## config.mk

```make
export PLATFORM = sky130hd
export DESIGN_NAME = branch_resolve_queue
export DESIGN_NICKNAME = d
export VERILOG_FILES = /design/src/rtl/branch_resolve_queue.sv
export SDC_FILE = /design/constraint.sdc
export NUM_CORES = 1
export LEC_CHECK = 0
export CORE_ASPECT_RATIO = 0.5
export CORE_MARGIN = 1
export CORE_UTILIZATION = 55
export CTS_CLUSTER_DIAMETER = 80
export DETAILED_ROUTE_END_ITERATION = 8
export PLACE_DENSITY_LB_ADDON = 0.1
export SLEW_MARGIN = 40
export SYNTH_ARGS = -nofsm -noshare
export SYNTH_HDL_FRONTEND = slang
export SYNTH_SLANG_ARGS = --single-unit
```

## constraint.sdc

```tcl
create_clock -name clk -period 7.7 [get_ports clk]
set_input_delay 1.54 -clock clk [delete_from_list [all_inputs] [get_ports clk]]
set_output_delay 1.54 -clock clk [all_outputs]
set_load 0.005 [all_outputs]
```

## src/rtl/branch_resolve_queue.sv

```systemverilog
// ---------------------------------------------------------------------------
// branch_resolve_queue
//
// Purpose:
//   Tracks predicted branches from fetch until execute resolves them. Branches
//   resolve in any order, but they retire strictly in program order from the
//   head, at most one per cycle. Each retirement produces a one-cycle
//   predictor training strobe in the following cycle.
//
// Optional feature (compile-time macro BRQ_MISPRED_FLUSH_EN):
//   When this macro is defined, retiring a mispredicted head also flushes the
//   whole queue at that edge. In the flush cycle allocation is refused and
//   res_valid is ignored. When it is undefined, mispredicts are only reported.
//
// Parameters:
//   DEPTH - number of in-flight entries (power of 2, >= 2)
//   PC_W  - stored branch PC width (matches the instruction memory index width)
//
// Ports:
//   clk, rst         - clock and synchronous active-high reset
//   alloc_valid      - fetch requests an entry for a predicted branch
//   alloc_pc         - branch PC
//   alloc_pred_taken - prediction issued at fetch
//   alloc_ready      - entry available; allocation happens when valid && ready
//   alloc_tag        - index the allocating branch receives (current tail)
//   res_valid        - execute reports a resolved branch
//   res_tag          - tag of the resolved branch
//   res_taken        - actual outcome
//   update_valid     - training strobe, one cycle after a retirement
//   update_pc        - PC of the retired branch
//   actual_taken     - outcome of the retired branch
//   mispredict       - retired branch had prediction != outcome
//
// Handshake: the alloc channel uses valid/ready. A transfer occurs on a rising
// edge where alloc_valid && alloc_ready are both high. alloc_ready and
// alloc_tag depend only on internal state, never on alloc_valid. The resolve
// channel has no back-pressure: it is sampled whenever res_valid is high.
// ---------------------------------------------------------------------------
module branch_resolve_queue #(
  parameter int DEPTH = 8,
  parameter int PC_W  = 10
) (
  input  logic                     clk,
  input  logic                     rst,
  input  logic                     alloc_valid,
  input  logic [PC_W-1:0]          alloc_pc,
  input  logic                     alloc_pred_taken,
  output logic                     alloc_ready,
  output logic [$clog2(DEPTH)-1:0] alloc_tag,
  input  logic                     res_valid,
  input  logic [$clog2(DEPTH)-1:0] res_tag,
  input  logic                     res_taken,
  output logic                     update_valid,
  output logic [PC_W-1:0]          update_pc,
  output logic                     actual_taken,
  output logic                     mispredict
);

  localparam int AW    = $clog2(DEPTH);
  localparam int CNT_W = AW + 1;

  // Entry storage
  logic [DEPTH-1:0] r_valid;
  logic [DEPTH-1:0] r_resolved;
  logic [DEPTH-1:0] r_pred;
  logic [DEPTH-1:0] r_actual;
  logic [PC_W-1:0]  r_pc [DEPTH];

  logic [AW-1:0]    r_head;
  logic [AW-1:0]    r_tail;
  logic [CNT_W-1:0] r_count;

  // Registered training outputs
  logic             r_update_valid;
  logic [PC_W-1:0]  r_update_pc;
  logic             r_actual_taken;
  logic             r_mispredict;

  logic w_full;
  logic w_retire;
  logic w_head_mis;
  logic w_flush;
  logic w_alloc;
  logic w_resolve;

  assign w_full     = (r_count == CNT_W'(DEPTH));
  // The head retires only once its resolved bit is registered, so a resolve
  // never bypasses straight into retirement.
  assign w_retire   = r_valid[r_head] & r_resolved[r_head];
  assign w_head_mis = r_pred[r_head] ^ r_actual[r_head];

`ifdef BRQ_MISPRED_FLUSH_EN
  assign w_flush = w_retire & w_head_mis;
`else
  assign w_flush = 1'b0;
`endif

  // A same-cycle retirement does not free a slot while full.
  assign alloc_ready = ~w_full & ~w_flush;
  assign alloc_tag   = r_tail;
  assign w_alloc     = alloc_valid & alloc_ready;

  // Resolves to empty or already-resolved slots are dropped.
  assign w_resolve   = res_valid & ~w_flush & r_valid[res_tag] & ~r_resolved[res_tag];

  assign update_valid = r_update_valid;
  assign update_pc    = r_update_pc;
  assign actual_taken = r_actual_taken;
  assign mispredict   = r_mispredict;

  // Allocation writes the tail, which is never valid when allocation is
  // allowed. Resolution needs a valid, unresolved slot, and retirement needs
  // a resolved head, so the three writers never touch the same entry in one
  // cycle.
  always_ff @(posedge clk) begin
    if (rst) begin
      r_valid        <= '0;
      r_resolved     <= '0;
      r_head         <= '0;
      r_tail         <= '0;
      r_count        <= '0;
      r_update_valid <= 1'b0;
      r_update_pc    <= '0;
      r_actual_taken <= 1'b0;
      r_mispredict   <= 1'b0;
    end else begin
      r_update_valid <= w_retire;
      r_mispredict   <= w_retire & w_head_mis;
      if (w_retire) begin
        r_update_pc    <= r_pc[r_head];
        r_actual_taken <= r_actual[r_head];
      end

      if (w_flush) begin
        r_valid    <= '0;
        r_resolved <= '0;
        r_head     <= '0;
        r_tail     <= '0;
        r_count    <= '0;
      end else begin
        if (w_alloc) begin
          r_valid[r_tail]    <= 1'b1;
          r_resolved[r_tail] <= 1'b0;
          r_pc[r_tail]       <= alloc_pc;
          r_pred[r_tail]     <= alloc_pred_taken;
          r_actual[r_tail]   <= 1'b0;
          r_tail             <= r_tail + AW'(1);
        end

        if (w_resolve) begin
          r_resolved[res_tag] <= 1'b1;
          r_actual[res_tag]   <= res_taken;
        end

        if (w_retire) begin
          r_valid[r_head] <= 1'b0;
          r_head          <= r_head + AW'(1);
        end

        case ({w_alloc, w_retire})
          2'b10:   r_count <= r_count + CNT_W'(1);
          2'b01:   r_count <= r_count - CNT_W'(1);
          default: r_count <= r_count;
        endcase
      end
    end
  end

endmodule
```

==> out/summary.txt <==
Flops & latches, synth -> 135
Final hold slack -> 0.464 ns
Leading cell type in the layout, fill and taps excluded -> edfxtp_1
CTS clk-pin slew, worst paths -> 0.06 ns
Area of the core -> 0.0103 sq mm
Crit path from -> alloc_valid
Pwr dens -> 239 mW/mm^2
Die Height -> 75.0 um
Reg2reg setup slack -> 4.13 ns
Commonest non-fill, non-tap cells in the layout -> edfxtp_1, dfxtp_1, clkdlybuf4s50_1
Maxcap violations -> 0
Hold Buf Count CTS -> 0
CTS root buf -> clkbuf_16
CP Max Fanout -> 12
DRC -> 0
Worst path arrival time -> 3.75 ns
Sequential area share after synthesis -> 0.624
H-tree depth reported by CTS -> 4
Total CTS buffers -> 17
Post-synth net total -> 432
Overflow after GRT -> 0
Critical Path Sink -> r_pc[1][2]
IO Pins -> 36
Final min period -> 3.64 ns
Ant. Diodes -> 0
Via density -> 5.99
Area grow syn2layout -> 16.8%
CP required -> 7.81 ns
Post-Route M1 WL -> 5770 um
TNS Setup -> 0 ns
Vias in the first global route -> 3,524
HP Class -> reg2reg
Final WL -> 12,500 um
CTS tree -> built
Placer Congestion -> 0.929
Final nets -> 468
Peak Freq -> 275 MHz
Clock Skews -> 0.00870 ns
Final Setup Violations -> 0
DR vias -> 3,576
Die width -> 148 um
Met3 Routed Length -> 811 um
Peak supply drop -> 0.000177 V
Post-CTS setup buffers -> 0
First-pass GRT wire length -> 19,500 um
Die area -> 0.0111 sq mm
Starting DRC count in detailed routing -> 254
Synthesized area per cell -> 14.4 sq um
Filler cell count -> 760
Layout cell share with drive strength beyond 1 -> 0.184
Mapped cell area -> 0.00587 sq mm
Final hold viol count -> 0
Tcrit/Tclk final -> 0.472
WS Path Type -> in2reg
Highest metal layer with signal wires -> met4
R2R Path End -> r_count[2]
DR WL/cell -> 20.9 um
Outcome -> finished, final reports clean
Async set-reset flop share out of synthesis -> 0
Met2 routed WL -> 5770 um
R2R cell count -> 10
Unique masters post-synth -> 57
Main flop type after synthesis -> edfxtp_1
Dpl ws -> 3.68 ns
CP Capture Type -> register
RSZ-0062 raised after global routing -> false
Final core occ -> 0.667
Bufs on Longest Clock Path -> 2
Startpoint Class -> input pin
Total track usage -> 0.247
Post-synth EDFFs -> 96
Worst slew margin -> 0.465
Final slew viol count -> 0
Port Buffer Count -> 35
Std-Cell Rows -> 26
Antenna viol nets, final -> 0
Pwr Total -> 1640 uW
Worst Max-Slew Pin Slew -> 0.785 ns
Pin count of the biggest net entering global routing -> 48
LEAKAGE -> 0.00241 uW
Skew-Pair Late Insertion Delay -> 0.41 ns
Post_cts resized -> 0
PnR worst setup slack -> 4.07 ns
CTS Sinks -> 135
Worst flop-to-flop path startpoint -> r_head[2]
Initial antenna violation count -> 0
Synthesized instance count -> 408
First-pass iteration count of the detailed router -> 4
YS warnings -> 0
Post-DP HPWL -> 7950 um
Initial core utilization -> 0.571
==> stage by stage <==
step / cell area [sq um] / cells
final: 6860 / 597
after global routing: 6860 / 597
after CTS: 6860 / 597
after detailed placement: 6290 / 565
after global placement: 6270 / 565
after floorplan: 5870 / 408
==> cells by family (layout without fill, tap and decap cells) <==
logic type,Yosys count,in the layout,synth area share
buffers and inverters,35,84,0.0373
muxes,62,62,0.152
DFF,135,135,0.624
and+or+nand+nor,105,105,0.0974
xor gates and xnor gates,6,6,0.00895
AOI/OAI and AO/OA,60,60,0.0693
adders and majority gates,5,5,0.0107
==> registers in the layout, summed over array words and instances (netlist names) <==
name and count:
r_pc 80, r_resolved 8, alloc_tag 3, r_actual 8, update_pc 10, mispredict 1
r_head 3, r_pred 8, r_count 4, actual_taken 1, update_valid 1, r_valid 8
==> critical path, cell delays in order <==
cell and delay, ns:
clkdlybuf4s50_1 0.68, nand2_1 0.22, or2_2 0.37, nor3_1 0.63
buf_4 0.30
==> where the power goes <==
group          switching [uW]  internal (uW)  total [uW]
Clock                     321            454         775
Sequential               10.4            791         802
Combinational            36.6           28.8        65.5
Total                     368           1270        1640
==> cell type report <==
class | count | area (sq um) | share of cell area
clock buffer | 18 | 429 | 0.0626
multi-input combinational | 238 | 2010 | 0.293
tap | 140 | 175 | 0.0255
inverter | 10 | 37.5 | 0.00547
clock inverter | 14 | 140 | 0.0204
timing repair buffer | 42 | 400 | 0.0584
sequential | 135 | 3660 | 0.534
==> per-layer routing <==
layer | track usage | up-vias
li1 | - | 1654
met5 | 0 | -
met4 | 0.107 | 0
met2 | 0.383 | 96
met1 | 0.341 | 1813
met3 | 0.0588 | 13
==> Yosys cell counts (3+ instances only) <==
cell | count | area (sq um)
inv_1 | 7 | 26.3
a211o_1 | 9 | 78.8
xor2_1 | 5 | 43.8
a211oi_1 | 3 | 22.5
buf_2 | 7 | 35.0
edfxtp_1 | 96 | 2880
nand3b_1 | 5 | 37.5
a221oi_1 | 3 | 26.3
ha_1 | 5 | 62.6
nand4_1 | 5 | 31.3
nor2_1 | 16 | 60.1
and2_1 | 10 | 62.6
nand4b_1 | 4 | 35.0
mux2i_1 | 30 | 300
dfxtp_1 | 39 | 781
a21oi_1 | 17 | 85.1
clkbuf_1 | 9 | 33.8
nand3_1 | 5 | 25.0
a311oi_1 | 4 | 35.0
o22ai_1 | 11 | 68.8
nor3_1 | 3 | 15.0
nor2b_1 | 10 | 62.6
o21ai_0 | 7 | 35.0
buf_6 | 4 | 45.0
nand2_1 | 30 | 113
mux4_2 | 17 | 383
mux2_2 | 11 | 124
==> how the worst min path moves through the flow <==
| stage | depth (start not counted) | slack, ns | to | startpoint |
|---|---|---|---|---|
| global placement | 2 | 0.45 | update_pc[8] | update_pc[8] |
| CTS | 2 | 0.47 | update_pc[1] | update_pc[1] |
| finish | 2 | 0.46 | update_pc[1] | update_pc[1] |
| detailed placement | 2 | 0.46 | update_pc[1] | update_pc[1] |
| floorplan | 2 | 0.44 | r_resolved[0] | r_resolved[0] |
| global route | 2 | 0.49 | update_pc[1] | update_pc[1] |
(Power assumes the default switching activity.)
